===== config.mk =====
export PLATFORM = sky130hd
export DESIGN_NAME = draw_card_grid_flat
export DESIGN_NICKNAME = d
export VERILOG_FILES = /design/src/rtl/draw_card_grid_if.sv /design/src/rtl/draw_card_grid.sv /design/src/flat_wrapper.sv
export SDC_FILE = /design/constraint.sdc
export NUM_CORES = 1
export LEC_CHECK = 0
export ABC_AREA = 1
export CAP_MARGIN = 25
export CORE_ASPECT_RATIO = 0.8
export CORE_UTILIZATION = 50
export DETAILED_ROUTE_END_ITERATION = 6
export PLACE_DENSITY_LB_ADDON = 0.3
export SETUP_SLACK_MARGIN = 0.15
export SYNTH_ARGS = -nofsm -noshare
export SYNTH_HDL_FRONTEND = slang
export SYNTH_SLANG_ARGS = --single-unit

===== constraint.sdc =====
create_clock -name pclk -period 2.16 [get_ports pclk]
set_input_delay 0.216 -clock pclk [delete_from_list [all_inputs] [get_ports pclk]]
set_output_delay 0.216 -clock pclk [all_outputs]
set_load 0.05 [all_outputs]

===== src/rtl/draw_card_grid_if.sv =====
// VGA bus as seen by the card-grid overlay: sync, blanking, position and colour.
// Driver-side and receiver-side modports.
interface draw_card_grid_if;
    logic        hs;
    logic        vs;
    logic        hblnk;
    logic        vblnk;
    logic [10:0] hcount;
    logic [10:0] vcount;
    logic [11:0] rgb;

    modport master (output hs, vs, hblnk, vblnk, hcount, vcount, rgb);
    modport slave  (input  hs, vs, hblnk, vblnk, hcount, vcount, rgb);
endinterface


===== src/rtl/draw_card_grid.sv =====
// Overlays the 4x4 memory-card grid on the VGA stream with a 2-cycle pipeline.
// The card table is double-buffered and committed at every vblank rising edge.
module draw_card_grid #(
    parameter int          GRID_X     = 384,
    parameter int          GRID_Y     = 272,
    parameter int          PITCH_LOG2 = 6,
    parameter int          CARD_SIZE  = 56,
    parameter int          BORDER     = 4,
    parameter int          BLINK_LOG2 = 5,
    parameter logic [11:0] BACK_COLOR = 12'h35a
) (
    input  logic             pclk,
    input  logic             rst_n,
    draw_card_grid_if.slave  vga_in,
    draw_card_grid_if.master vga_out,
    input  logic             wr_en,
    input  logic [3:0]       wr_addr,
    input  logic [1:0]       wr_state,
    input  logic [2:0]       wr_symbol,
    input  logic [3:0]       cursor_idx,
    input  logic             cursor_en,
    output logic             frame_tick
);

    localparam int P = PITCH_LOG2;
    localparam logic [10:0]  GX    = 11'(GRID_X);
    localparam logic [10:0]  GY    = 11'(GRID_Y);
    localparam logic [10:0]  SPAN  = 11'(4 << PITCH_LOG2);
    localparam logic [P-1:0] CS    = P'(CARD_SIZE);
    localparam logic [P-1:0] BW    = P'(BORDER);
    localparam logic [P-1:0] CS_BW = P'(CARD_SIZE - BORDER);

    localparam logic [1:0] ST_REVEALED = 2'b01;
    localparam logic [1:0] ST_MATCHED  = 2'b10;

    function automatic logic [11:0] palette(input logic [2:0] sym);
        case (sym)
            3'd0:    palette = 12'hf00;
            3'd1:    palette = 12'h0f0;
            3'd2:    palette = 12'h00f;
            3'd3:    palette = 12'hff0;
            3'd4:    palette = 12'hf0f;
            3'd5:    palette = 12'h0ff;
            3'd6:    palette = 12'hf80;
            default: palette = 12'h8f8;
        endcase
    endfunction

    // Card tables: pending is written by the game FSM, active is what gets drawn.
    logic [1:0] pend_state [16];
    logic [2:0] pend_sym   [16];
    logic [1:0] act_state  [16];
    logic [2:0] act_sym    [16];
    logic [3:0] act_cursor;
    logic       act_cursor_en;
    logic       vblnk_prev;
    logic [BLINK_LOG2-1:0] frame_cnt;
    logic       commit;

    assign commit = vga_in.vblnk && !vblnk_prev;

    always_ff @(posedge pclk or negedge rst_n) begin
        if (!rst_n) begin
            for (int i = 0; i < 16; i++) begin
                pend_state[i] <= '0;
                pend_sym[i]   <= '0;
                act_state[i]  <= '0;
                act_sym[i]    <= '0;
            end
            act_cursor    <= '0;
            act_cursor_en <= 1'b0;
            vblnk_prev    <= 1'b0;
            frame_cnt     <= '0;
            frame_tick    <= 1'b0;
        end else begin
            vblnk_prev <= vga_in.vblnk;
            frame_tick <= commit;
            if (wr_en) begin
                pend_state[wr_addr] <= wr_state;
                pend_sym[wr_addr]   <= wr_symbol;
            end
            // Non-blocking copy: a write on the commit edge lands in pending only.
            if (commit) begin
                for (int i = 0; i < 16; i++) begin
                    act_state[i] <= pend_state[i];
                    act_sym[i]   <= pend_sym[i];
                end
                act_cursor    <= cursor_idx;
                act_cursor_en <= cursor_en;
                frame_cnt     <= frame_cnt + 1'b1;
            end
        end
    end

    logic [10:0] dx;
    logic [10:0] dy;
    logic        in_grid;

    assign dx      = vga_in.hcount - GX;
    assign dy      = vga_in.vcount - GY;
    assign in_grid = (vga_in.hcount >= GX) && (dx < SPAN) &&
                     (vga_in.vcount >= GY) && (dy < SPAN);

    logic        s1_hs, s1_vs, s1_hblnk, s1_vblnk;
    logic [10:0] s1_hcount, s1_vcount;
    logic [11:0] s1_rgb;
    logic        s1_in_grid;
    logic [1:0]  s1_col, s1_row;
    logic [P-1:0] s1_offx, s1_offy;

    always_ff @(posedge pclk or negedge rst_n) begin
        if (!rst_n) begin
            s1_hs      <= 1'b0;
            s1_vs      <= 1'b0;
            s1_hblnk   <= 1'b0;
            s1_vblnk   <= 1'b0;
            s1_hcount  <= '0;
            s1_vcount  <= '0;
            s1_rgb     <= '0;
            s1_in_grid <= 1'b0;
            s1_col     <= '0;
            s1_row     <= '0;
            s1_offx    <= '0;
            s1_offy    <= '0;
        end else begin
            s1_hs      <= vga_in.hs;
            s1_vs      <= vga_in.vs;
            s1_hblnk   <= vga_in.hblnk;
            s1_vblnk   <= vga_in.vblnk;
            s1_hcount  <= vga_in.hcount;
            s1_vcount  <= vga_in.vcount;
            s1_rgb     <= vga_in.rgb;
            s1_in_grid <= in_grid;
            s1_col     <= dx[P+1:P];
            s1_row     <= dy[P+1:P];
            s1_offx    <= dx[P-1:0];
            s1_offy    <= dy[P-1:0];
        end
    end

    logic [3:0]  card;
    logic        on_card;
    logic        on_edge;
    logic        border;
    logic [11:0] rgb_next;

    assign card = {s1_row, s1_col};

    always_comb begin
        on_card  = s1_in_grid && (s1_offx < CS) && (s1_offy < CS);
        on_edge  = (s1_offx < BW) || (s1_offx >= CS_BW) ||
                   (s1_offy < BW) || (s1_offy >= CS_BW);
        border   = on_card && on_edge && act_cursor_en && (card == act_cursor) &&
                   !frame_cnt[BLINK_LOG2-1];
        rgb_next = s1_rgb;
        if (s1_hblnk || s1_vblnk || !on_card) begin
            rgb_next = s1_rgb;
        end else if (border) begin
            rgb_next = 12'hfff;
        end else begin
            case (act_state[card])
                ST_REVEALED: rgb_next = palette(act_sym[card]);
                ST_MATCHED:  rgb_next = s1_rgb;
                default:     rgb_next = BACK_COLOR;
            endcase
        end
    end

    always_ff @(posedge pclk or negedge rst_n) begin
        if (!rst_n) begin
            vga_out.hs     <= 1'b0;
            vga_out.vs     <= 1'b0;
            vga_out.hblnk  <= 1'b0;
            vga_out.vblnk  <= 1'b0;
            vga_out.hcount <= '0;
            vga_out.vcount <= '0;
            vga_out.rgb    <= '0;
        end else begin
            vga_out.hs     <= s1_hs;
            vga_out.vs     <= s1_vs;
            vga_out.hblnk  <= s1_hblnk;
            vga_out.vblnk  <= s1_vblnk;
            vga_out.hcount <= s1_hcount;
            vga_out.vcount <= s1_vcount;
            vga_out.rgb    <= rgb_next;
        end
    end

endmodule


===== src/flat_wrapper.sv =====
// flat-port wrapper written by rule: the top's interface ports become plain ports
module draw_card_grid_flat 
#(
    parameter int          GRID_X     = 384,
    parameter int          GRID_Y     = 272,
    parameter int          PITCH_LOG2 = 6,
    parameter int          CARD_SIZE  = 56,
    parameter int          BORDER     = 4,
    parameter int          BLINK_LOG2 = 5,
    parameter logic [11:0] BACK_COLOR = 12'h35a
)
  (pclk, rst_n, wr_en, wr_addr, wr_state, wr_symbol, cursor_idx, cursor_en, frame_tick, vga_in_hs, vga_in_vs, vga_in_hblnk, vga_in_vblnk, vga_in_hcount, vga_in_vcount, vga_in_rgb, vga_out_hs, vga_out_vs, vga_out_hblnk, vga_out_vblnk, vga_out_hcount, vga_out_vcount, vga_out_rgb);
  draw_card_grid_if vga_in_i ();
  draw_card_grid_if vga_out_i ();
  input  logic pclk;
  input  logic rst_n;
  input  logic wr_en;
  input  logic [3:0] wr_addr;
  input  logic [1:0] wr_state;
  input  logic [2:0] wr_symbol;
  input  logic [3:0] cursor_idx;
  input  logic cursor_en;
  output logic frame_tick;
  input wire logic [$bits(vga_in_i.hs)-1:0] vga_in_hs;
  input wire logic [$bits(vga_in_i.vs)-1:0] vga_in_vs;
  input wire logic [$bits(vga_in_i.hblnk)-1:0] vga_in_hblnk;
  input wire logic [$bits(vga_in_i.vblnk)-1:0] vga_in_vblnk;
  input wire logic [$bits(vga_in_i.hcount)-1:0] vga_in_hcount;
  input wire logic [$bits(vga_in_i.vcount)-1:0] vga_in_vcount;
  input wire logic [$bits(vga_in_i.rgb)-1:0] vga_in_rgb;
  output wire logic [$bits(vga_out_i.hs)-1:0] vga_out_hs;
  output wire logic [$bits(vga_out_i.vs)-1:0] vga_out_vs;
  output wire logic [$bits(vga_out_i.hblnk)-1:0] vga_out_hblnk;
  output wire logic [$bits(vga_out_i.vblnk)-1:0] vga_out_vblnk;
  output wire logic [$bits(vga_out_i.hcount)-1:0] vga_out_hcount;
  output wire logic [$bits(vga_out_i.vcount)-1:0] vga_out_vcount;
  output wire logic [$bits(vga_out_i.rgb)-1:0] vga_out_rgb;
  assign vga_in_i.hs = vga_in_hs;
  assign vga_in_i.vs = vga_in_vs;
  assign vga_in_i.hblnk = vga_in_hblnk;
  assign vga_in_i.vblnk = vga_in_vblnk;
  assign vga_in_i.hcount = vga_in_hcount;
  assign vga_in_i.vcount = vga_in_vcount;
  assign vga_in_i.rgb = vga_in_rgb;
  assign vga_out_hs = vga_out_i.hs;
  assign vga_out_vs = vga_out_i.vs;
  assign vga_out_hblnk = vga_out_i.hblnk;
  assign vga_out_vblnk = vga_out_i.vblnk;
  assign vga_out_hcount = vga_out_i.hcount;
  assign vga_out_vcount = vga_out_i.vcount;
  assign vga_out_rgb = vga_out_i.rgb;
  draw_card_grid #(.GRID_X(GRID_X), .GRID_Y(GRID_Y), .PITCH_LOG2(PITCH_LOG2), .CARD_SIZE(CARD_SIZE), .BORDER(BORDER), .BLINK_LOG2(BLINK_LOG2), .BACK_COLOR(BACK_COLOR)) u_core (.pclk(pclk), .rst_n(rst_n), .vga_in(vga_in_i), .vga_out(vga_out_i), .wr_en(wr_en), .wr_addr(wr_addr), .wr_state(wr_state), .wr_symbol(wr_symbol), .cursor_idx(cursor_idx), .cursor_en(cursor_en), .frame_tick(frame_tick));
endmodule

# Yosys cells after proc, flatten, opt, wreduce, memory -nomap -nowiden
# Index checks and enable logic that the tools add are counted.
# classes
add_sub_neg	3
n_lt_le_gt_ge	13
n_eq_ne	9
muxes	16
bitwise_logic	2
reduce_logical	20
# op_table
operator	n
$pmux W12 S7	1
$bwmux W48	1
$bwmux W32	1
$mux W12	2
$pmux W12 S2	1
$ge A11 B9 Y1 const B	2
$lt A11 B9 Y1 const B	2
$sub A11 B9 Y11 const B	2
$bmux W3 S4	1
$demux W3 S4	1
$ge A6 B6 Y1 const B	2
$lt A6 B3 Y1 const B	2
$lt A6 B6 Y1 const B	2
$logic_and A1 B1 Y1	11
$ge A5 B5 Y1 const B	2
$not A4 Y5	2
$eq A3 B3 Y1 const B	3
$mux W3	3
$bmux W2 S4	1
$demux W2 S4	1
$eq A3 B2 Y1 const B	2
$mux W2	3
$add A5 B1 Y5 const B	1
$logic_or A1 B1 Y1	5
other kinds (7)	9
# word_totals
register_bits	264
output_inout_bits	39
word_cells	150

# Depth between registers and ports, before layout
# depth
depth_word	10
depth_mapped	16
ltp_nobuf	13

# Worst setup path after synthesis
# Ideal clock, no wire load.
# synth_path
path_type	reg-to-reg
from	register, netlist name u_core.s1_hcount[6]
to	register u_core.vga_out.rgb[3]
arrival_time_ns	2.027
required_ns	2.044
slack_ns	0.016
stages_incl_launch_ff	15
path_buffers	3
synth_period_minus_slack_ns	2.144
cell_sequence	dfrtp_1 > buf_6 > inv_4 > buf_4 > buf_2 > o21ai_0 > o221ai_1 > o211ai_1 > nand2_1 > inv_1 > ha_1 > nor3_1 > nand3_1 > nand2_1 > nand2_1
# synth_rtl
item	line	text
to (signal assigned)	draw_card_grid.sv:185	vga_out.rgb <= rgb_next;
to (decl)	draw_card_grid_if.sv:12	modport master (output hs, vs, hblnk, vblnk, hcount, vcount, rgb);

==> results.yml <==
cells_and_area:
  drive_gt1_share_pct: 10.5
  fin_area_um2: 12200
  nets: 1205
  fin_cells: 1421
  fill_cells: 1525
  multi_input_area_um2: 3060
  diodes: 0
  seq_area_um2: 6330
  areaGrowthSynthToFinish_pct: 24.2
power_and_ir_drop:
  max-vdd-ir-drop_v: 0.000579
  cell_internal_pwr_mw: 8.68
  p_comb_share_pct: 15.8
  total_power_mw: 12.0
  power_switching_mw: 3.32
  p_sw_share_pct: 27.7
  p_per_area_nw_per_um2: 985
  leakagePower_nw: 5.80
  p_clk_share_pct: 34.6
  p_seq_share_pct: 49.6
synth:
  synthFlopType: "dfrtp_1"
  synth_top_family_by_area: "simple AND/OR/NAND/NOR gates"
  synth_top_area_share_pct: 64.6
  synth_top_cell_by_area: "dfrtp_1"
  synthMuxAreaShare_pct: 0
  ys_types: 37
  synthSimpleGateAreaFrac_pct: 18.8
  synth_compound_area_share_pct: 9.99
  syn_nets: 1083
  synth-async-reset-ratio_pct: 100
  synthXorXnorAreaFrac_pct: 0.893
  syn_inst: 1023
  synth_area_leaders: "dfrtp_1, nand2_1, o21ai_0"
  syn_avg_cell_area_um2: 9.59
  yosysSeqAreaShare_pct: 64.6
  yosysMostFrequentCell: "nand2_1"
  yosysWarnings: 0
  ys_ff_latch: 253
  synth_area_um2: 9810
  synth_common_cells: "nand2_1, dfrtp_1, o21ai_0, inv_1, nor2_1"
  synth-edff-count: 0
  synthAdderAreaFrac_pct: 0.638
clock_network:
  clk_latency_ns: 0.51
  cts_root_buffer: "clkbuf_16"
  cts_buffers: 25
  htree_num_levels: 1
  clk_pin_slew_ns: 0.06
  cts_tree: "yes"
  clockBufferDepth: 3
  clock_sinks: 253
sta:
  finClkSkew_ns: 0.0171
  setup_viol: 0
  finalMaxSlewViolations: 0
  fin_tns_setup_ns: 0
  hold_violations: 0
  layout_min_cycle_time_ns: 2.02
  post-route-period-util_pct: 93.7
  slew_headroom_pct: 51.9
  worst_hold_slack_ns: 0.138
  worst_slew_pin_slew_ns: 0.721
  rsz0062_at_grt: "true"
  fmax_mhz: 494
route:
  drc_errors: 0
  avgRoutedWirePerCell_um: 16.2
  drtPass1Iterations: 5
  vias_per_cell: 5.17
  postRouteAntennaNets: 0
  drt_iter0_drc: 677
  dr_total_vias: 7349
  wl_um: 23000
floorplan:
  initial_utilization_pct: 51.4
  pin_count: 94
  rows: 45
  coreArea_um2: 19100
  fp.dieH_um: 127
  die_w_um: 159
  dieArea_um2: 20200
global_route:
  grt_pass1_vias: 7187
  grt_antenna_before_repair: 0
  grt_max_degree: 70
  overflow: 0
  grt_pass1_wl_um: 38000
  grt_use_total_pct: 24.5
setup_path:
  worstPathMaxFanout: 6
  start_kind: "register"
  cp-end-kind: "register"
  crit_type: "reg -> reg"
  worstPathRequired_ns: 2.56
  worstPathArrival_ns: 2.42
placement:
  portBuffers: 93
  place_area_um2: 11200
  hpwlAfterDp_um: 15400
  dp_cells: 1364
  place_congestion: 0.869
run:
  drv_cap: 0
hold_path:
  hold_path.class: "in -> reg"
status:
  outcome: "completed"
metrics by stage:
stage                     worst slack (ns)  utilization (%)
after global placement              0.0778             58.6
final                                0.136             63.8
after global routing            0.00000155             63.8
after detailed placement           -0.0690             58.6
after floorplan                      0.112                -
after CTS                            0.133             63.6
cells by family (layout without fill, tap and decap cells):
| family | after synthesis | after routing |
|---|---|---|
| compound gates | 184 | 184 |
| simple gates | 459 | 459 |
| flops | 253 | 253 |
| xor+xnor | 10 | 10 |
| buf+inv | 112 | 252 |
| fa+ha+maj | 5 | 5 |
path summary, 6_finish.rpt:
check                                         start                  endpoint  slack [ns]  cells after the start
worst max-delay path            u_core.s1_hcount[6]    u_core.vga_out.rgb[10]        0.14                     12
worst min-delay path               vga_in_hcount[1]       u_core.s1_hcount[1]        0.14                      1
worst max register to register  u_core.s1_hcount[6]    u_core.vga_out.rgb[10]        0.14                     12
worst min register to register  u_core.s1_vcount[4]  u_core.vga_out.vcount[4]        0.35                      0
max in group asynchronous                     rst_n       u_core.s1_vcount[5]        1.18                      3
min in group asynchronous                     rst_n  u_core.vga_out.hcount[6]        0.25                      2
critical path, stage by stage, from the launching register on:
cell and delay [ns]:
dfrtp_2 0.50, buf_6 0.17, nor2_1 0.15, o221ai_2 0.11, o211ai_1 0.16, nand2_2 0.14, ha_4 0.19, buf_6 0.13
buf_4 0.14, nand2_1 0.05, nand2_1 0.05, nand2_1 0.07, a21oi_2 0.05
power groups by stage:
stage	Combinational, mW	Clock (mW)	Sequential, mW
floorplan	1.01	0	6.00
CTS	1.88	4.23	5.94
global route	2.14	4.43	6.02
finish	1.89	4.15	5.95
global placement	1.73	0	5.99
detailed placement	1.79	0	6.00
what timing repair did:
action	4_1_cts	5_1_grt
pin swaps	12	6
cloned	1	0
hold buffers	1	0
setup endpoints to repair	12	12
buffers inserted	8	2
gates resized for setup	30	13
hold endpoints to repair	64	0
registers in the layout (all words and copies together) (netlist names), 2 cells and up:
name,flops
u_core.vga_out.hcount,11
u_core.vga_out.vcount,11
u_core.pend_sym,48
u_core.s1_row,2
u_core.act_state,32
u_core.s1_hcount,11
u_core.act_cursor,4
u_core.act_sym,48
u_core.pend_state,32
u_core.frame_cnt,5
u_core.vga_out.rgb,12
u_core.s1_rgb,12
u_core.s1_vcount,11
u_core.s1_offy,2
layer usage:
layer	wire (um)	vias to the layer above	global-route usage (%)
met2	10300	229	36.6
met3	1700	41	4.07
met1	10500	3568	37.3
met4	475	0	6.33
met5	0	-	0
li1	-	3511	-
layout by cell type, fill, tap and decap left out, types with 5 or more instances in the layout:
master | synthesis | routed
a21oi_1 | 10 | 10
buf_12 | 0 | 9
buf_4 | 1 | 27
clkbuf_1 | 25 | 7
clkbuf_16 | 0 | 25
clkbuf_8 | 0 | 5
clkdlybuf4s50_1 | 0 | 92
clkinv_2 | 0 | 6
dfrtp_1 | 253 | 252
inv_1 | 67 | 64
inv_2 | 3 | 6
nand2_1 | 357 | 354
nand2_2 | 5 | 8
nand3_1 | 33 | 32
nor2_1 | 45 | 42
nor3_1 | 7 | 6
o211ai_1 | 5 | 5
o21ai_0 | 135 | 123
o21ai_1 | 18 | 23
o21ai_2 | 1 | 8
xor2_1 | 6 | 6
layout make-up:
class	count	area share, %
clock buffers	37	5.92
clock inverters	8	0.555
inverters	72	2.38
multi-input cells	658	25.1
flip-flops and latches	253	52.0
well taps	258	2.65
repair buffers	135	11.4
Power figures use the tool's default switching activity.
